===== config.mk =====
export PLATFORM = sky130hd
export DESIGN_NAME = gnrc_downsizer_flat
export DESIGN_NICKNAME = d
export VERILOG_FILES = /design/src/rtl/gnrc_downsizer_if.sv /design/src/rtl/gnrc_downsizer.sv /design/src/flat_wrapper.sv
export SDC_FILE = /design/constraint.sdc
export NUM_CORES = 1
export LEC_CHECK = 0
export CORE_ASPECT_RATIO = 1.5
export CORE_MARGIN = 5
export CORE_UTILIZATION = 31
export CTS_BUF_LIST = sky130_fd_sc_hd__clkbuf_16
export CTS_CLUSTER_SIZE = 24
export DETAILED_ROUTE_END_ITERATION = 7
export SYNTH_ARGS = -nofsm -noshare
export SYNTH_HDL_FRONTEND = slang
export SYNTH_SLANG_ARGS = --single-unit

===== constraint.sdc =====
create_clock -name clk_i -period 2.05 [get_ports clk_i]
set_clock_uncertainty 0.2 [all_clocks]
set_input_delay 0.3075 -clock clk_i [delete_from_list [all_inputs] [get_ports clk_i]]
set_output_delay 0.3075 -clock clk_i [all_outputs]
set_load 0.02 [all_outputs]

===== src/rtl/gnrc_downsizer_if.sv =====
// Stream interface for gnrc_downsizer: wide ready/valid input side, narrow ready/valid
// output side, and a flush strobe. Signal names keep the block's own port naming.
interface gnrc_downsizer_if #(
    parameter int unsigned DW    = 8,
    parameter int unsigned RATIO = 4,
    parameter int unsigned CW    = $clog2(RATIO)
);
    logic                  flush_i;
    logic                  valid_i;
    logic [RATIO*DW-1:0]   data_i;
    logic [CW-1:0]         nbeat_i;
    logic                  ready_o;
    logic                  valid_o;
    logic [DW-1:0]         data_o;
    logic                  last_o;
    logic                  ready_i;

    // Downsizer side
    modport slave (
        input  flush_i, valid_i, data_i, nbeat_i, ready_i,
        output ready_o, valid_o, data_o, last_o
    );

    // Environment side (source of wide words, sink of narrow beats)
    modport master (
        output flush_i, valid_i, data_i, nbeat_i, ready_i,
        input  ready_o, valid_o, data_o, last_o
    );
endinterface


===== src/rtl/gnrc_downsizer.sv =====
// Stream width converter: one RATIO*DW-bit word in, up to RATIO DW-bit beats out.
// Output side is fully registered; ready_o depends on ready_i only via last_o.
module gnrc_downsizer #(
    parameter int unsigned DW        = 8,
    parameter int unsigned RATIO     = 4,
    parameter bit          MSB_FIRST = 1'b0
) (
    input  logic              clk_i,
    input  logic              rst_i,
    gnrc_downsizer_if.slave   bus
);
    localparam int unsigned   CW      = $clog2(RATIO);
    localparam logic [CW-1:0] LastIdx = CW'(RATIO - 1);

    logic                         valid_q, valid_d;
    logic [RATIO*DW-1:0]          data_q, data_d;
    logic [CW-1:0]                cnt_q, cnt_d;
    logic [CW-1:0]                nb_q, nb_d;

    logic [RATIO-1:0][DW-1:0]     lanes;
    logic [CW-1:0]                lane;
    logic                         last;
    logic                         ready;
    logic                         accept;
    logic                         out_hs;

    assign lanes  = data_q;
    assign lane   = MSB_FIRST ? (LastIdx - cnt_q) : cnt_q;
    assign last   = valid_q & (cnt_q == nb_q);
    assign ready  = ~valid_q | (bus.ready_i & last);
    assign accept = bus.valid_i & ready & ~bus.flush_i;
    assign out_hs = valid_q & bus.ready_i;

    assign bus.valid_o = valid_q;
    assign bus.last_o  = last;
    assign bus.ready_o = ready;
    assign bus.data_o  = lanes[lane];

    // Next state: flush beats accept beats output handshake; accept on the last beat
    // reloads directly so consecutive words have no bubble.
    always_comb begin
        valid_d = valid_q;
        data_d  = data_q;
        cnt_d   = cnt_q;
        nb_d    = nb_q;
        if (bus.flush_i) begin
            valid_d = 1'b0;
            cnt_d   = '0;
        end else if (accept) begin
            valid_d = 1'b1;
            data_d  = bus.data_i;
            cnt_d   = '0;
            // Clamp only bites when RATIO is not a power of two
            nb_d    = (bus.nbeat_i > LastIdx) ? LastIdx : bus.nbeat_i;
        end else if (out_hs) begin
            if (last) begin
                valid_d = 1'b0;
                cnt_d   = '0;
            end else begin
                cnt_d   = cnt_q + 1'b1;
            end
        end
    end

    // State registers with synchronous active-high reset clearing everything
    always_ff @(posedge clk_i) begin
        if (rst_i) begin
            valid_q <= 1'b0;
            data_q  <= '0;
            cnt_q   <= '0;
            nb_q    <= '0;
        end else begin
            valid_q <= valid_d;
            data_q  <= data_d;
            cnt_q   <= cnt_d;
            nb_q    <= nb_d;
        end
    end
endmodule


===== src/flat_wrapper.sv =====
// flat-port wrapper written by rule: the top's interface ports become plain ports
module gnrc_downsizer_flat 
#(
    parameter int unsigned DW        = 8,
    parameter int unsigned RATIO     = 4,
    parameter bit          MSB_FIRST = 1'b0
)
  (clk_i, rst_i, bus_flush_i, bus_valid_i, bus_data_i, bus_nbeat_i, bus_ready_i, bus_ready_o, bus_valid_o, bus_data_o, bus_last_o);
  gnrc_downsizer_if #(.DW(DW), .RATIO(RATIO)) bus_i ();
  input  logic clk_i;
  input  logic rst_i;
  input wire logic [$bits(bus_i.flush_i)-1:0] bus_flush_i;
  input wire logic [$bits(bus_i.valid_i)-1:0] bus_valid_i;
  input wire logic [$bits(bus_i.data_i)-1:0] bus_data_i;
  input wire logic [$bits(bus_i.nbeat_i)-1:0] bus_nbeat_i;
  input wire logic [$bits(bus_i.ready_i)-1:0] bus_ready_i;
  output wire logic [$bits(bus_i.ready_o)-1:0] bus_ready_o;
  output wire logic [$bits(bus_i.valid_o)-1:0] bus_valid_o;
  output wire logic [$bits(bus_i.data_o)-1:0] bus_data_o;
  output wire logic [$bits(bus_i.last_o)-1:0] bus_last_o;
  assign bus_i.flush_i = bus_flush_i;
  assign bus_i.valid_i = bus_valid_i;
  assign bus_i.data_i = bus_data_i;
  assign bus_i.nbeat_i = bus_nbeat_i;
  assign bus_i.ready_i = bus_ready_i;
  assign bus_ready_o = bus_i.ready_o;
  assign bus_valid_o = bus_i.valid_o;
  assign bus_data_o = bus_i.data_o;
  assign bus_last_o = bus_i.last_o;
  gnrc_downsizer #(.DW(DW), .RATIO(RATIO), .MSB_FIRST(MSB_FIRST)) u_core (.clk_i(clk_i), .rst_i(rst_i), .bus(bus_i));
endmodule

==> impl_metrics.env, run 1 <==
export IMPL_stdcell_count=315
export IMPL_initial_utilization=0.314
export IMPL_routabilityCongestion=0.701
export IMPL_critical_path_startpoint_type="register"
export IMPL_antenna_found_initial=0
export IMPL_via_count=1400
export IMPL_cts_root_buf="clkbuf_16"
export IMPL_synth_xor_area_share=0.0213
export IMPL_drtIter0Drc=51
export IMPL_power_frac_comb=0.180
export IMPL_wl_mm=4.19
export IMPL_synth_fa_ha_area_frac=0
export IMPL_ys_types=25
export IMPL_synth_nets=219
export IMPL_finalCritPeriodShare=0.976
export IMPL_syn_cell_area_sq_um=2120
export IMPL_syn_to_final_growth_pct=34.3
export IMPL_mostFrequentLayoutCells="or2b_2, clkdlybuf4s50_1, dfxtp_1"
export IMPL_numCtsBuffers=5
export IMPL_synth_compound_area_frac=0.0260
export IMPL_finalInstanceArea_sq_um=2850
export IMPL_placed_area_sq_um=2750
export IMPL_critPathArrivalTime_ps=1490
export IMPL_cts_sink_count=37
export IMPL_layout_setup_ws_ps=48.4
export IMPL_die_area_sq_um=8630
export IMPL_clockBufferDepth=2
export IMPL_nFillCells=668
export IMPL_post_place_ws_ps=-273
export IMPL_synth_cells=180
export IMPL_drc=0
export IMPL_required_ps=1540
export IMPL_rr_endpoint="u_core.data_q[18]$_SDFFE_PP0P_"
export IMPL_ys_async_sr_fraction=0
export IMPL_worstSetupStartpoint="u_core.cnt_q[0]$_SDFFE_PP0P_"
export IMPL_critPathCaptureType="primary output"
export IMPL_hold_viol=0
export IMPL_cts_tree="yes"
export IMPL_drv_cap=0
export IMPL_final_nets=277
export IMPL_holdCritStartpoint="u_core.data_q[2]$_SDFFE_PP0P_"
export IMPL_period_minus_slack_ps=2000
export IMPL_switchingPower_uw=407
export IMPL_setup_viol=0
export IMPL_grt_pass1_vias=1463
export IMPL_final_common_cell="or2b_2"
export IMPL_path_class="register to primary output"
export IMPL_synth_edff_count=0
export IMPL_reg2reg_from="u_core.cnt_q[0]$_SDFFE_PP0P_"
export IMPL_grt_use_total=0.0998
export IMPL_row_count=37
export IMPL_drt_vias_per_instance=4.44
export IMPL_port_buffers=49
export IMPL_intPower_mw=1.40
export IMPL_clk_latency_ps=270
export IMPL_grt_overflow=0
export IMPL_relSlewSlack=0.711
export IMPL_hold_path_class="register to register"
export IMPL_vdd_drop_max_mv=0.318
export IMPL_p_seq_frac=0.436
export IMPL_n_antenna_cell=0
export IMPL_ys_seq_area_frac=0.349
export IMPL_r2r_cells=6
export IMPL_p_leak_nw=1.14
export IMPL_rrSetupSlack_ps=140
export IMPL_finalMaxSlewViolations=0
export IMPL_clkTransAtPathRegs_ps=50
export IMPL_hpwl_mm=3.02
export IMPL_synth_seq_cells=37
export IMPL_grt_max_degree=35
export IMPL_powerDensity_nw_per_um2=636
export IMPL_synth_area_per_cell_sq_um=11.8
export IMPL_dr_pass1_iters=2
export IMPL_status="complete, no violations"
export IMPL_swShare=0.224
export IMPL_grt_pass1_wl_mm=6.98
export IMPL_drive_gt1_frac=0.380
export IMPL_io_pins=50
export IMPL_core_sq_um=6760
export IMPL_final_util=0.421
export IMPL_synthFlopType="dfxtp_1"
export IMPL_dp_cells=309
export IMPL_rsz0062_at_grt="no"
export IMPL_muxShareOfSynthArea=0.260
export IMPL_timing_fmax_mhz=500
export IMPL_detail_route_antenna_nets=0
export IMPL_die_h_microns=111
export IMPL_synth_top_family_by_area="simple AND/OR/NAND/NOR gates"
export IMPL_synth_warning_count=0
export IMPL_cts_max_level=2
export IMPL_worstPathMaxFanout=4
export IMPL_wire_per_inst_microns=13.3
export IMPL_clock_power_share=0.384
export IMPL_worst_slew_pin_slew_ps=433
export IMPL_die_width_microns=77.5
export IMPL_worstSetupEndpoint="bus_data_o[7]"
export IMPL_yosys_area_share_simple=0.283
kinds of logic after synthesis:
kind of cell           Yosys count
multiplexers                    42
AO/OA/AOI/OAI                    7
AND/OR/NAND/NOR                 74
XOR/XNOR                         3
flip-flops                      37
buffers and inverters           17
power by group through the flow:
stage / registers, mW / clock network (mW) / logic [mW]
global placement: 0.803 / 0 / 0.339
global route: 0.794 / 0.749 / 0.355
finish: 0.789 / 0.696 / 0.327
CTS: 0.789 / 0.721 / 0.332
floorplan: 0.796 / 0 / 0.206
detailed placement: 0.803 / 0 / 0.340
cell type report:
type                    instances  area [sq um]  area share
clock buffers                   5           125      0.0440
flip-flops and latches         37           742       0.261
multi-input cells             126          1260       0.443
repair buffers                 64           602       0.211
inverters                       4          15.0     0.00527
clock inverters                 1          5.00     0.00176
well taps                      78          97.6      0.0343
worst max-delay path: stages, from the launching register on:
cell and delay [ps]:
dfxtp_2 340, buf_4 160, mux4_1 550, buf_2 170
worst min path at each step:
stage	endpoint	cells after the start	slack, ps
after detailed placement	u_core.data_q[1]$_SDFFE_PP0P_	2	260
after floorplan	u_core.bus.valid_o$_SDFFE_PP0P_	2	230
after global placement	u_core.data_q[1]$_SDFFE_PP0P_	2	250
final	u_core.data_q[2]$_SDFFE_PP0P_	2	270
after global routing	u_core.data_q[2]$_SDFFE_PP0P_	2	300
after CTS	u_core.data_q[2]$_SDFFE_PP0P_	2	270
synthesized netlist by cell type (3+ instances only):
library cell,n,area [sq um]
or2b_2,53,464
mux2i_1,34,340
inv_1,4,15.0
nand2b_1,12,75.1
buf_12,3,60.1
or2b_1,3,22.5
clkbuf_1,6,22.5
dfxtp_1,37,741
mux4_1,8,210
through the flow:
stage / hold slack [ps] / total power [mW] / TNS (ps)
final: 270 / 1.81 / 0
after CTS: 273 / 1.84 / -22.6
after global routing: 297 / 1.90 / 0
after global placement: 255 / 1.14 / -2680
after floorplan: 233 / 1.00 / 0
after detailed placement: 265 / 1.14 / -2690
per-layer routing:
metal	vias up	wire length [microns]	global-route usage	part of all wire
met1	646	1920	0.126	0.46
met5	-	0	0	0
met4	0	42	0.0413	0.010
li1	727	-	-	-
met2	25	2070	0.163	0.49
met3	2	156	0.0211	0.037
sequential cells by signal, indices dropped and copies added, names as in the netlist:
name and count:
u_core.data_q 32, u_core.cnt_q 2, u_core.nb_q 2, u_core.bus.valid_o 1
what timing repair did:
action,in CTS,in global routing
endpoints found under the setup margin,10,28
pin swaps,0,1
hold buffers,0,0
buffers inserted,0,0
gates resized for setup,38,4
No activity file was read; power rests on OpenSTA's default activity.
==> inputs of run 2 (changes only) <==
--- a/config.mk
+++ b/config.mk
@@ -11,6 +11,8 @@
 export CTS_BUF_LIST = sky130_fd_sc_hd__clkbuf_16
 export CTS_CLUSTER_SIZE = 24
 export DETAILED_ROUTE_END_ITERATION = 7
+export DONT_BUFFER_PORTS = 1
+export SLEW_MARGIN = 40
 export SYNTH_ARGS = -nofsm -noshare
 export SYNTH_HDL_FRONTEND = slang
 export SYNTH_SLANG_ARGS = --single-unit
==> impl_metrics.env, run 2 (synthesis results as in run 1) <==
export IMPL_n_antenna_cell=0
export IMPL_setup_viol=0
export IMPL_p_leak_nw=0.914
export IMPL_drt_vias_per_instance=4.67
export IMPL_cp_cell_sequence="buf_4 > mux4_1"
export IMPL_io_pins=50
export IMPL_critPathCaptureType="primary output"
export IMPL_total_power_mw=1.73
export IMPL_path_buf_inv=1
export IMPL_clkTransAtPathRegs_ps=50
export IMPL_vdd_drop_max_mv=0.344
export IMPL_r2r_cells=4
export IMPL_top_register="u_core.data_q"
export IMPL_numCtsBuffers=5
export IMPL_placed_area_sq_um=2200
export IMPL_holdPathEnd="u_core.data_q[0]$_SDFFE_PP0P_"
export IMPL_port_buffers=0
export IMPL_row_count=37
export IMPL_cp_top_family="multiplexers"
export IMPL_grt_overflow=0
export IMPL_hpwl_mm=3.06
export IMPL_drc=0
export IMPL_initial_utilization=0.314
export IMPL_core_sq_um=6760
export IMPL_die_area_sq_um=8630
export IMPL_cts_root_buf="clkbuf_16"
export IMPL_wire_per_inst_microns=16.3
export IMPL_largest_register_ff_count=32
export IMPL_timing_fmax_mhz=502
export IMPL_clk_latency_ps=270
export IMPL_layout_setup_ws_ps=57.9
export IMPL_rrSetupSlack_ps=390
export IMPL_antenna_found_initial=0
export IMPL_cts_sink_count=37
export IMPL_holdCritStartpoint="bus_data_i[0]"
export IMPL_grt_pass1_wl_mm=7.28
export IMPL_mostFrequentLayoutCells="or2b_2, dfxtp_1, mux2i_1"
export IMPL_cts_max_level=2
export IMPL_required_ps=1540
export IMPL_worst_slew_pin_slew_ps=449
export IMPL_final_setup_tns_ps=0
export IMPL_hold_path_class="input port to register"
export IMPL_final_util=0.354
export IMPL_period_minus_slack_ps=1990
export IMPL_drtIter0Drc=38
export IMPL_crit_slowest_cell="mux4_1"
export IMPL_path_class="register to primary output"
export IMPL_post_place_ws_ps=193
export IMPL_cts_setup_buffers=0
export IMPL_worstPathMaxFanout=6
export IMPL_path_depth=2
export IMPL_relSlewSlack=0.700
export IMPL_detail_route_antenna_nets=0
export IMPL_rr_endpoint="u_core.data_q[27]$_SDFFE_PP0P_"
export IMPL_crit_path_max_incr_delay_ps=670
export IMPL_critPathArrivalTime_ps=1480
export IMPL_finalMaxSlewViolations=0
export IMPL_grt_pass1_vias=1398
export IMPL_drv_cap=0
export IMPL_powerDensity_nw_per_um2=725
export IMPL_final_common_cell="or2b_2"
export IMPL_reg_largest_list="u_core.data_q x32, u_core.cnt_q x2, u_core.nb_q x2"
export IMPL_hold_viol=0
export IMPL_cts_tree="yes"
export IMPL_grt_use_total=0.106
export IMPL_wl_mm=4.38
export IMPL_rsz0062_at_grt="no"
export IMPL_die_width_microns=77.5
export IMPL_clockBufferDepth=2
export IMPL_die_h_microns=111
export IMPL_critical_path_startpoint_type="register"
export IMPL_reg2reg_from="u_core.cnt_q[1]$_SDFFE_PP0P_"
export IMPL_grt_max_degree=70
export IMPL_drive_gt1_frac=0.398
export IMPL_finalCritPeriodShare=0.972
export IMPL_dr_pass1_iters=4
export IMPL_routabilityCongestion=0.692
export IMPL_worstHoldPathCells=2
export IMPL_via_count=1257
export IMPL_nFillCells=683
export IMPL_final_nets=229
export IMPL_syn_to_final_growth_pct=12.9
export IMPL_finalInstanceArea_sq_um=2390
export IMPL_status="complete, no violations"
[run 2: cell types whose count changed in the layout (fill, tap and decap cells not counted), sizes merged]
cell,previous run,this run
buf,24,8
dlygate4sd2,1,0
clkinv,1,0
clkdlybuf4s15,1,0
clkdlybuf4s50,38,0
inv,4,7
dlygate4sd3,0,8
[run 2: final cells by class]
cell class | count | area (sq um) | area share
Tap cell | 78 | 97.6 | 0.0408
Inverter | 4 | 15.0 | 0.00628
Sequential cell | 37 | 742 | 0.310
Multi-Input combinational cell | 126 | 1240 | 0.517
Clock buffer | 5 | 125 | 0.0523
Clock inverter | 3 | 11.3 | 0.00471
Timing Repair Buffer | 16 | 165 | 0.0690
[run 2: worst max path at each step]
stage | start | to | slack, ps
6_report | u_core.cnt_q[0]$_SDFFE_PP0P_ | bus_data_o[5] | 60
5_1_grt | u_core.cnt_q[0]$_SDFFE_PP0P_ | bus_data_o[5] | 20
4_1_cts | u_core.cnt_q[0]$_SDFFE_PP0P_ | bus_data_o[5] | 40
3_5_place_dp | u_core.cnt_q[0]$_SDFFE_PP0P_ | bus_data_o[0] | 190
3_3_place_gp | u_core.cnt_q[0]$_SDFFE_PP0P_ | bus_data_o[4] | 240
2_1_floorplan | u_core.cnt_q[1]$_SDFFE_PP0P_ | bus_ready_o | 290
[run 2: where the power goes]
group | leakage (nW) | internal, mW | total (mW) | switching, mW
clock | 0.0776 | 0.437 | 0.716 | 0.279
sequential | 0.304 | 0.767 | 0.792 | 0.0252
combinational | 0.533 | 0.132 | 0.226 | 0.0948
[run 2: worst reg2reg max path, cell delays in order, from the launching register on]
cell,delay (ps)
dfxtp_1,360
xor2_4,220
o31ai_4,370
buf_12,220
mux2i_1,220
[run 2: stage by stage]
| stage | hold slack [ps] | cells |
|---|---|---|
| final | 7.90 | 269 |
| after global routing | 9.02 | 269 |
| after CTS | 5.20 | 269 |
| after detailed placement | 250 | 253 |
| after global placement | 239 | 253 |
| after floorplan | 233 | 180 |
[run 2: timing repair]
action	4_1_cts	5_1_grt
gates resized for setup	7	0
hold buffers	8	0
setup endpoints to repair	8	0
hold endpoints to repair	8	0
[run 2: routing by layer]
layer  vias to the layer above  part of all wire  track usage
li1                        628                 -            -
met1                       596              0.44        0.132
met2                        28              0.51        0.175
met3                         5             0.035       0.0195
met4                         0             0.018       0.0447
met5                         -                 0            0
